--- config.mk ---
export PLATFORM = sky130hd
export DESIGN_NAME = alu_seq
export DESIGN_NICKNAME = d
export VERILOG_FILES = /design/src/rtl/alu_seq.sv
export SDC_FILE = /design/constraint.sdc
export NUM_CORES = 1
export LEC_CHECK = 0
export CORE_MARGIN = 4
export CORE_UTILIZATION = 65
export CTS_CLUSTER_SIZE = 12
export DETAILED_ROUTE_END_ITERATION = 10
export DONT_BUFFER_PORTS = 1
export GPL_TIMING_DRIVEN = 0
export PLACE_DENSITY = 0.81
export SLEW_MARGIN = 25
export SYNTH_ARGS = -nofsm -noshare
export SYNTH_HDL_FRONTEND = slang
export SYNTH_SLANG_ARGS = --single-unit
--- constraint.sdc ---
create_clock -name clk -period 3.4 [get_ports clk]
set_clock_uncertainty 0.2 [all_clocks]
set_input_delay 0.51 -clock clk [delete_from_list [all_inputs] [get_ports clk]]
set_output_delay 0.51 -clock clk [all_outputs]
set_load 0.01 [all_outputs]
--- src/rtl/alu_seq.sv ---
// alu_seq: registered ALU with valid/ready request side, one-cycle done pulse
// and zero/carry/negative/overflow flags.
// Optional iterative shift-and-add multiply (opcode 111) is enabled by
// defining ALU_MUL_EN. Without it, opcode 111 behaves as nop.
module alu_seq #(
  parameter int unsigned WIDTH = 16
) (
  input  logic             clk,
  input  logic             rst,
  input  logic             in_valid,
  output logic             in_ready,
  input  logic [2:0]       alu_operation,
  input  logic [WIDTH-1:0] in1,
  input  logic [WIDTH-1:0] in2,
  output logic [WIDTH-1:0] result,
  output logic             done,
  output logic             zero_flag,
  output logic             carry_flag,
  output logic             neg_flag,
  output logic             ovf_flag
);

  localparam logic [2:0] OP_MOV = 3'b000;
  localparam logic [2:0] OP_ADD = 3'b001;
  localparam logic [2:0] OP_SUB = 3'b010;
  localparam logic [2:0] OP_AND = 3'b011;
  localparam logic [2:0] OP_OR  = 3'b100;
  localparam logic [2:0] OP_NOT = 3'b101;
  localparam logic [2:0] OP_NOP = 3'b110;
  localparam logic [2:0] OP_MUL = 3'b111;

  // Accepted single-cycle operation waiting for its execute edge
  logic             stg_vld_q, stg_vld_d;
  logic [2:0]       stg_op_q,  stg_op_d;
  logic [WIDTH-1:0] stg_a_q,   stg_a_d;
  logic [WIDTH-1:0] stg_b_q,   stg_b_d;

  // Architectural outputs
  logic [WIDTH-1:0] result_q, result_d;
  logic             done_q, done_d;
  logic             zero_q, zero_d;
  logic             carry_q, carry_d;
  logic             neg_q, neg_d;
  logic             ovf_q, ovf_d;

  logic             accept;

  // Single-cycle execute results
  logic [WIDTH:0]   sum_ext;
  logic [WIDTH:0]   dif_ext;
  logic [WIDTH-1:0] exe_res;
  logic             exe_carry;
  logic             exe_ovf;
  logic             exe_hold;

`ifdef ALU_MUL_EN
  localparam int unsigned PW    = 2 * WIDTH;
  localparam int unsigned CNT_W = $clog2(WIDTH + 1);

  typedef enum logic [0:0] {
    ST_IDLE = 1'b0,
    ST_MUL  = 1'b1
  } state_e;

  state_e           state_q, state_d;
  logic [PW-1:0]    mcand_q, mcand_d;
  logic [WIDTH-1:0] mplier_q, mplier_d;
  logic [PW-1:0]    acc_q, acc_d;
  logic [CNT_W-1:0] cnt_q, cnt_d;
  logic [PW-1:0]    acc_step;

  // Ready in IDLE and during the final multiply step, so the next request
  // lands on the completion edge
  assign in_ready = (state_q == ST_IDLE) || (cnt_q == CNT_W'(1));
  assign acc_step = acc_q + (mplier_q[0] ? mcand_q : PW'(0));
`else
  assign in_ready = 1'b1;
`endif

  assign accept = in_valid && in_ready;

  // Single-cycle datapath operating on the staged operands
  always_comb begin
    sum_ext   = {1'b0, stg_a_q} + {1'b0, stg_b_q};
    dif_ext   = {1'b0, stg_a_q} - {1'b0, stg_b_q};
    exe_res   = stg_a_q;
    exe_carry = 1'b0;
    exe_ovf   = 1'b0;
    exe_hold  = 1'b0;
    case (stg_op_q)
      OP_MOV: exe_res = stg_b_q;
      OP_ADD: begin
        exe_res   = sum_ext[WIDTH-1:0];
        exe_carry = sum_ext[WIDTH];
        exe_ovf   = (stg_a_q[WIDTH-1] == stg_b_q[WIDTH-1]) &&
                    (sum_ext[WIDTH-1] != stg_a_q[WIDTH-1]);
      end
      OP_SUB: begin
        exe_res   = dif_ext[WIDTH-1:0];
        exe_carry = dif_ext[WIDTH];
        exe_ovf   = (stg_a_q[WIDTH-1] != stg_b_q[WIDTH-1]) &&
                    (dif_ext[WIDTH-1] != stg_a_q[WIDTH-1]);
      end
      OP_AND: exe_res = stg_a_q & stg_b_q;
      OP_OR:  exe_res = stg_a_q | stg_b_q;
      OP_NOT: exe_res = ~stg_b_q;
      OP_NOP, OP_MUL: begin
        exe_res  = stg_a_q;
        exe_hold = 1'b1;
      end
      default: exe_hold = 1'b1;
    endcase
  end

  // Next-state: staging, completion, and multiply sequencing
  always_comb begin
    stg_vld_d = accept;
    stg_op_d  = accept ? alu_operation : stg_op_q;
    stg_a_d   = accept ? in1 : stg_a_q;
    stg_b_d   = accept ? in2 : stg_b_q;
    result_d  = result_q;
    done_d    = 1'b0;
    zero_d    = zero_q;
    carry_d   = carry_q;
    neg_d     = neg_q;
    ovf_d     = ovf_q;

    if (stg_vld_q) begin
      result_d = exe_res;
      done_d   = 1'b1;
      if (!exe_hold) begin
        zero_d  = (exe_res == '0);
        carry_d = exe_carry;
        neg_d   = exe_res[WIDTH-1];
        ovf_d   = exe_ovf;
      end
    end

`ifdef ALU_MUL_EN
    stg_vld_d = accept && (alu_operation != OP_MUL);
    state_d   = state_q;
    mcand_d   = mcand_q;
    mplier_d  = mplier_q;
    acc_d     = acc_q;
    cnt_d     = cnt_q;

    case (state_q)
      ST_IDLE: ;
      ST_MUL: begin
        acc_d    = acc_step;
        mcand_d  = mcand_q << 1;
        mplier_d = mplier_q >> 1;
        cnt_d    = cnt_q - CNT_W'(1);
        if (cnt_q == CNT_W'(1)) begin
          result_d = acc_step[WIDTH-1:0];
          done_d   = 1'b1;
          zero_d   = (acc_step[WIDTH-1:0] == '0);
          carry_d  = |acc_step[PW-1:WIDTH];
          neg_d    = acc_step[WIDTH-1];
          ovf_d    = |acc_step[PW-1:WIDTH];
          state_d  = ST_IDLE;
        end
      end
      default: state_d = ST_IDLE;
    endcase

    if (accept && (alu_operation == OP_MUL)) begin
      mcand_d  = PW'(in1);
      mplier_d = in2;
      acc_d    = '0;
      cnt_d    = CNT_W'(WIDTH);
      state_d  = ST_MUL;
    end
`endif
  end

  // State register with synchronous reset
  always_ff @(posedge clk) begin
    if (rst) begin
      stg_vld_q <= 1'b0;
      stg_op_q  <= OP_NOP;
      stg_a_q   <= '0;
      stg_b_q   <= '0;
      result_q  <= '0;
      done_q    <= 1'b0;
      zero_q    <= 1'b0;
      carry_q   <= 1'b0;
      neg_q     <= 1'b0;
      ovf_q     <= 1'b0;
`ifdef ALU_MUL_EN
      state_q   <= ST_IDLE;
      mcand_q   <= '0;
      mplier_q  <= '0;
      acc_q     <= '0;
      cnt_q     <= '0;
`endif
    end else begin
      stg_vld_q <= stg_vld_d;
      stg_op_q  <= stg_op_d;
      stg_a_q   <= stg_a_d;
      stg_b_q   <= stg_b_d;
      result_q  <= result_d;
      done_q    <= done_d;
      zero_q    <= zero_d;
      carry_q   <= carry_d;
      neg_q     <= neg_d;
      ovf_q     <= ovf_d;
`ifdef ALU_MUL_EN
      state_q   <= state_d;
      mcand_q   <= mcand_d;
      mplier_q  <= mplier_d;
      acc_q     <= acc_d;
      cnt_q     <= cnt_d;
`endif
    end
  end

  assign result     = result_q;
  assign done       = done_q;
  assign zero_flag  = zero_q;
  assign carry_flag = carry_q;
  assign neg_flag   = neg_q;
  assign ovf_flag   = ovf_q;

endmodule

==> flow_metrics.tcl, run 1 <==
set metrics [dict create \
    fin_crit_sh 0.9720 \
    cp_slowest_cell "fa_1" \
    yosysMostFrequentCell "nor2_1" \
    htreeDepth 3 \
    synth_top_area_frac 0.2339 \
    worst_ep_arrival_time_ns 3.39 \
    end_kind "flop" \
    avgRoutedWirePerCell_um 21.00 \
    syn_nets 724 \
    slew_violations 0 \
    clock_latency_ns 0.35 \
    power.leakage_nw 2.287 \
    status "completed" \
    grt_pass1_wl_mm 24.70 \
    nNetsFinal 734 \
    firstDrtPassIters 6 \
    synthTopCellsByCount "nor2_1 (90), dfxtp_1 (57), a21oi_1 (55)" \
    p_per_area_nw_per_um2 423.2 \
    synthCells 634 \
    top_usage_layer "met2" \
    fin_hold_ws_ns 0.1005 \
    die_width_um 94.63 \
    synth_area_um2 4878 \
    grt_max_degree 13 \
    via_per_inst 6.584 \
    cap_violations 0 \
    die_height_um 94.63 \
    cts_tree "done" \
    max_freq_ghz 0.3026 \
    ys_types 69 \
    cp_cell_sequence "ha_4 > inv_1 > fa_1 > inv_1 > mux4_2 > mux2i_1 > nand4_1 > nor4_2 > and4bb_1 > nand4_1 > o21ai_1" \
    ys_async_sr_fraction 0 \
    numCtsBuffers 9 \
    boundaryPins 60 \
    min_path_type "input pin to flop" \
    relSlewSlack 0.4329 \
    place.detailed.hpwl_mm 11.59 \
    fin_area_um2 5344 \
    slowest_delay_ns 0.48 \
    pwr-share-seq 0.337 \
    design.core.area_um2 7292 \
    worstPathRequired_ns 3.49 \
    post-route-drc-count 0 \
    synth-edff-count 0 \
    path_max_fanout 4 \
    intPower_mw 1.457 \
    cts.sinks 57 \
    yosys.area.top_type "dfxtp_1" \
    dr.first_iter.drc_count 624 \
    p_sw_mw 0.8043 \
    start_util 0.6690 \
    ys.flop_type "dfxtp_1" \
    setup_tns_ns 0 \
    drive_above_1_share 0.09091 \
    ys_top_cells_by_area "dfxtp_1 (23%), ha_1 (13%), mux2i_1 (9.6%)" \
    met1_usage 0.4826 \
    setup_violations 0 \
    path_clk_slew_ns 0.09 \
    wirelength_mm 15.71 \
    p_clk_frac 0.369 \
    peakVddDrop_mv 0.4617 \
    p_sw_frac 0.3557 \
    area_growth_pct 9.541 \
    port_buffers 0 \
    critPathBufInv 2 \
    p_comb_frac 0.294 \
    clk_path_buf_depth 2 \
    ys_seq_area_frac 0.2339 \
    grt_pass1_vias 4723 \
    overflow 0 \
    rows 31 \
    tightest_slew_ns 0.8507 \
    yosys_warnings 0 \
    grt_use_met2 0.5584 \
    layout_min_cycle_time_ns 3.305 \
    ys_ff_latch 57 \
    ant_nets 0 \
    gp_congestion 0.9703 \
    detailroute.via_count 4925 \
    hold_viol_final 0 \
    antenna_found_initial 0 \
    syn_avg_cell_area_um2 7.695 \
    startpoint_type "flop" \
    root_buffer "clkbuf_8" \
    grt_usage 0.3618 \
    dieArea_um2 8955 \
    gr-usage-met3 0.09721 \
    crit_family "simple AND/OR/NAND/NOR gates" \
    antennaDiodeCount 0 \
    crit_type "flop to flop" \
    placed_area_um2 5002 \
]
[power groups by stage]
stage	sequential [mW]	combinational, mW	clock, mW
final	0.762	0.666	0.834
after global routing	0.767	0.720	0.864
after CTS	0.759	0.620	0.829
after detailed placement	0.774	0.609	0
after global placement	0.772	0.591	0
after floorplan	0.759	0.465	0
[metrics by stage]
stage	utilization	setup WS [ns]	power [mW]	instances
global placement	0.6860	0.03372	1.364	733
floorplan	-	0.5303	1.225	634
CTS	0.7222	-0.01456	2.207	749
detailed placement	0.6860	-0.02403	1.383	733
global route	0.7328	-0.01703	2.351	748
finish	0.7328	0.09530	2.261	748
[final timing paths]
check | from | end | slack, ns | depth (start not counted)
max reg2reg | stg_b_q[0]$_SDFFE_PP0P_ | zero_flag$_SDFFE_PP0P_ | 0.1 | 11
min reg2reg | ovf_flag$_SDFFE_PP0P_ | ovf_flag$_SDFFE_PP0P_ | 0.32 | 2
max | stg_b_q[0]$_SDFFE_PP0P_ | zero_flag$_SDFFE_PP0P_ | 0.1 | 11
min | alu_operation[1] | stg_op_q[1]$_SDFFE_PP1P_ | 0.10 | 2
[state kept, by name, indices dropped and copies added (netlist names)]
| register | flops |
|---|---|
| done | 1 |
| stg_b_q | 16 |
| stg_a_q | 16 |
| result | 16 |
| carry_flag | 1 |
| zero_flag | 1 |
| neg_flag | 1 |
| ovf_flag | 1 |
| stg_vld_q | 1 |
| stg_op_q | 3 |
[cells in the final DEF, fill, tap and decap left out, types with 5 or more instances in the layout]
cell,Yosys,routed
nor2_1,90,90
a21oi_1,55,54
dfxtp_1,57,51
inv_1,50,50
ha_1,50,48
mux2i_1,47,47
nand2_1,46,46
o21ai_0,24,22
clkbuf_1,22,21
nand2b_1,10,10
nand3_1,9,9
o221ai_1,9,9
clkbuf_8,0,9
o211ai_1,8,8
nor3_1,8,8
buf_2,7,7
xnor2_1,7,7
a211oi_1,9,7
o31ai_1,6,6
and3_1,6,6
a31oi_1,6,6
dfxtp_2,0,6
a21o_1,5,5
buf_1,6,5
o21a_1,5,5
a211o_1,5,5
[area by class of cell]
cell class | count | area, µm²
buffer | 38 | 175.2
multi-input combinational | 486 | 3450
clock inverter | 7 | 127.6
tap | 99 | 123.9
inverter | 52 | 195.2
clock buffer | 9 | 123.9
fill | 601 | 1948
sequential | 57 | 1149
[kinds of logic (layout without fill, tap and decap cells)]
kind of cell             Yosys count  in the layout  synth area share
XOR/XNOR                          10             10           0.01795
buffers and inverters             91            106           0.07643
adder cells (fa/ha/maj)           52             52            0.1364
AND/OR/NAND/NOR                  195            195            0.1790
AO/OA/AOI/OAI                    180            180            0.2544
multiplexers                      48             48            0.1011
flip-flops                        57             57            0.2339
other                              1              1         0.0007687
[layer usage]
metal	up-vias	routed length [µm]	part of all wire
li1	2270	-	-
met1	2311	6431	0.41
met2	303	7003	0.45
met3	41	1886	0.12
met4	0	388	0.025
met5	-	0	0
[repair_timing]
item / in CTS / in global routing
pin swaps: 0 / 4
hold buffers: 0 / 0
buffers inserted: 0 / 0
setup endpoints to repair: 3 / 10
gates resized for setup: 4 / 23
Note: power is estimated with default switching activity, not from simulation.
==> run 2, diff against run 1 <==
--- a/config.mk
+++ b/config.mk
@@ -6,12 +6,11 @@
 export NUM_CORES = 1
 export LEC_CHECK = 0
 export CORE_MARGIN = 4
-export CORE_UTILIZATION = 65
+export CORE_UTILIZATION = 50
 export CTS_CLUSTER_SIZE = 12
 export DETAILED_ROUTE_END_ITERATION = 10
 export DONT_BUFFER_PORTS = 1
 export GPL_TIMING_DRIVEN = 0
-export PLACE_DENSITY = 0.81
 export SLEW_MARGIN = 25
 export SYNTH_ARGS = -nofsm -noshare
 export SYNTH_HDL_FRONTEND = slang
==> run 2 against run 1 <==
Worst hold slack better by 0.0096 ns. Setup slack better by 0.029 ns. Combinational power is 2% higher. Utilization is 16 points lower. Die area is 27% higher. Cell area is 0.94% higher. Count of clock-buffer cells in the layout stayed put. Sequential power hardly changed. Largest cell class unchanged.
==> flow_metrics.tcl, run 2 (same netlist as run 1, synthesis figures left out) <==
set metrics [dict create \
    overflow 0 \
    rows 35 \
    grt_pass1_wl_mm 24.73 \
    slowest_delay_ns 0.50 \
    drive_above_1_share 0.1015 \
    avgRoutedWirePerCell_um 20.64 \
    area_growth_pct 10.57 \
    antennaDiodeCount 0 \
    grt_use_met2 0.4236 \
    htreeDepth 3 \
    clock_latency_ns 0.34 \
    setup_tns_ns 0 \
    end_kind "flop" \
    cts.sinks 57 \
    slew_violations 0 \
    layout_min_cycle_time_ns 3.276 \
    hold_viol_final 0 \
    status "completed" \
    setup_violations 0 \
    fin_hold_ws_ns 0.1102 \
    path_max_fanout 7 \
    ant_nets 0 \
    dieArea_um2 11400 \
    clk_path_buf_depth 2 \
    die_height_um 106.8 \
    antenna_found_initial 0 \
    peakVddDrop_mv 0.3856 \
    post-route-drc-count 0 \
    relSlewSlack 0.4588 \
    cts_tree "done" \
    wirelength_mm 16.08 \
    final_cell_mix "nor2_1 (90), a21oi_1 (53), inv_1 (50), ha_1 (48), mux2i_1 (47)" \
    die_width_um 106.8 \
    cts_hold_buffers 0 \
    detailroute.via_count 4742 \
    gp_congestion 0.9259 \
    crit_type "flop to flop" \
    min_path_type "input pin to flop" \
    root_buffer "clkbuf_8" \
    top_usage_layer "met2" \
    critPathBufInv 2 \
    dp_cells 763 \
    worstPathRequired_ns 3.48 \
    tightest_slew_ns 0.8118 \
    grt_pass1_vias 4471 \
    dr.first_iter.drc_count 318 \
    final_core_util 0.5756 \
    via_per_inst 6.087 \
    startpoint_type "flop" \
    nNetsFinal 735 \
    firstDrtPassIters 5 \
    cap_violations 0 \
    met1_usage 0.3990 \
    final_common_cell "nor2_1" \
    cp_cell_sequence "inv_1 > ha_1 > inv_1 > a21oi_1 > nor3_1 > nor2_1 > o21ai_1 > a2111o_1 > o221a_2 > and4bb_1 > nand4_1 > o21ai_1" \
    crit_family "compound AO/OA/AOI/OAI gates" \
    gr-usage-met3 0.07044 \
    fin_crit_sh 0.9634 \
    fin_cells 779 \
    worst_ep_arrival_time_ns 3.36 \
    design.core.area_um2 9371 \
    max_freq_ghz 0.3053 \
    grt_max_degree 13 \
    port_buffers 0 \
    boundaryPins 60 \
    cp_slowest_cell "dfxtp_1" \
    path_clk_slew_ns 0.08 \
    place.detailed.hpwl_mm 12.28 \
    numCtsBuffers 9 \
    start_util 0.5206 \
    power.leakage_nw 2.279 \
    p_per_area_nw_per_um2 406.6 \
    grt_usage 0.2820 \
]
-- run 2: changes by cell type in the layout (fill, tap and decap cells not counted), sizes merged --
cell	delta
inv	+1
bufinv	-1
clkinvlp	+2
buf	+2
clkinv	-2
clkbuf	-1
-- run 2: stage by stage --
stage,setup slack [ns],area (µm²),power [mW]
2_1_floorplan,0.5303,4878,1.225
3_3_place_gp,-0.06429,5040,1.384
3_5_place_dp,-0.1199,5040,1.394
4_1_cts,0.01613,5274,2.142
5_1_grt,-0.01051,5394,2.301
6_report,0.1244,5394,2.193
-- run 2: per-layer routing --
metal	part of all wire	routed length, µm
met1	0.46	7346
met2	0.43	6936
met3	0.096	1538
met4	0.016	260
met5	0	0
-- run 2: area by class of cell --
type	count	area (µm²)
fill	918	3978
timing repair buffer	1	20.02
sequential	57	1155
inverter	52	195.2
multi-input combinational	486	3463
clock buffer	9	123.9
clock inverter	7	101.3
tap	129	161.4
buffer	38	173.9
-- run 2: worst register-to-register path: cells and delay by family, from the launching register on --
kind	cells	cell delay, ns
buffers and inverters	2	0.24
flip-flops	1	0.50
adder cells (fa/ha/maj)	1	0.45
AND/OR/NAND/NOR	4	0.64
AO/OA/AOI/OAI	5	1.19
-- run 2: report_power, final --
group	internal, mW	switching, mW	leakage, nW	total, mW
Clock	0.419	0.333	0.106	0.752
Combinational	0.265	0.413	1.70	0.678
Sequential	0.709	0.0544	0.473	0.763
Total	1.39	0.800	2.28	2.19
-- run 2: worst paths after layout --
path	to	start	slack, ns	depth (start not counted)
setup reg to reg	zero_flag$_SDFFE_PP0P_	stg_b_q[6]$_SDFFE_PP0P_	0.12	12
hold / removal	stg_op_q[2]$_SDFFE_PP1P_	alu_operation[2]	0.11	2
setup / recovery	zero_flag$_SDFFE_PP0P_	stg_b_q[6]$_SDFFE_PP0P_	0.12	12
hold reg to reg	ovf_flag$_SDFFE_PP0P_	ovf_flag$_SDFFE_PP0P_	0.31	2
-- run 2: what timing repair did --
action | in CTS | in global routing
pin swaps | 0 | 5
resized for setup | 4 | 29
setup endpoints to repair | 2 | 10
buffers inserted | 0 | 1
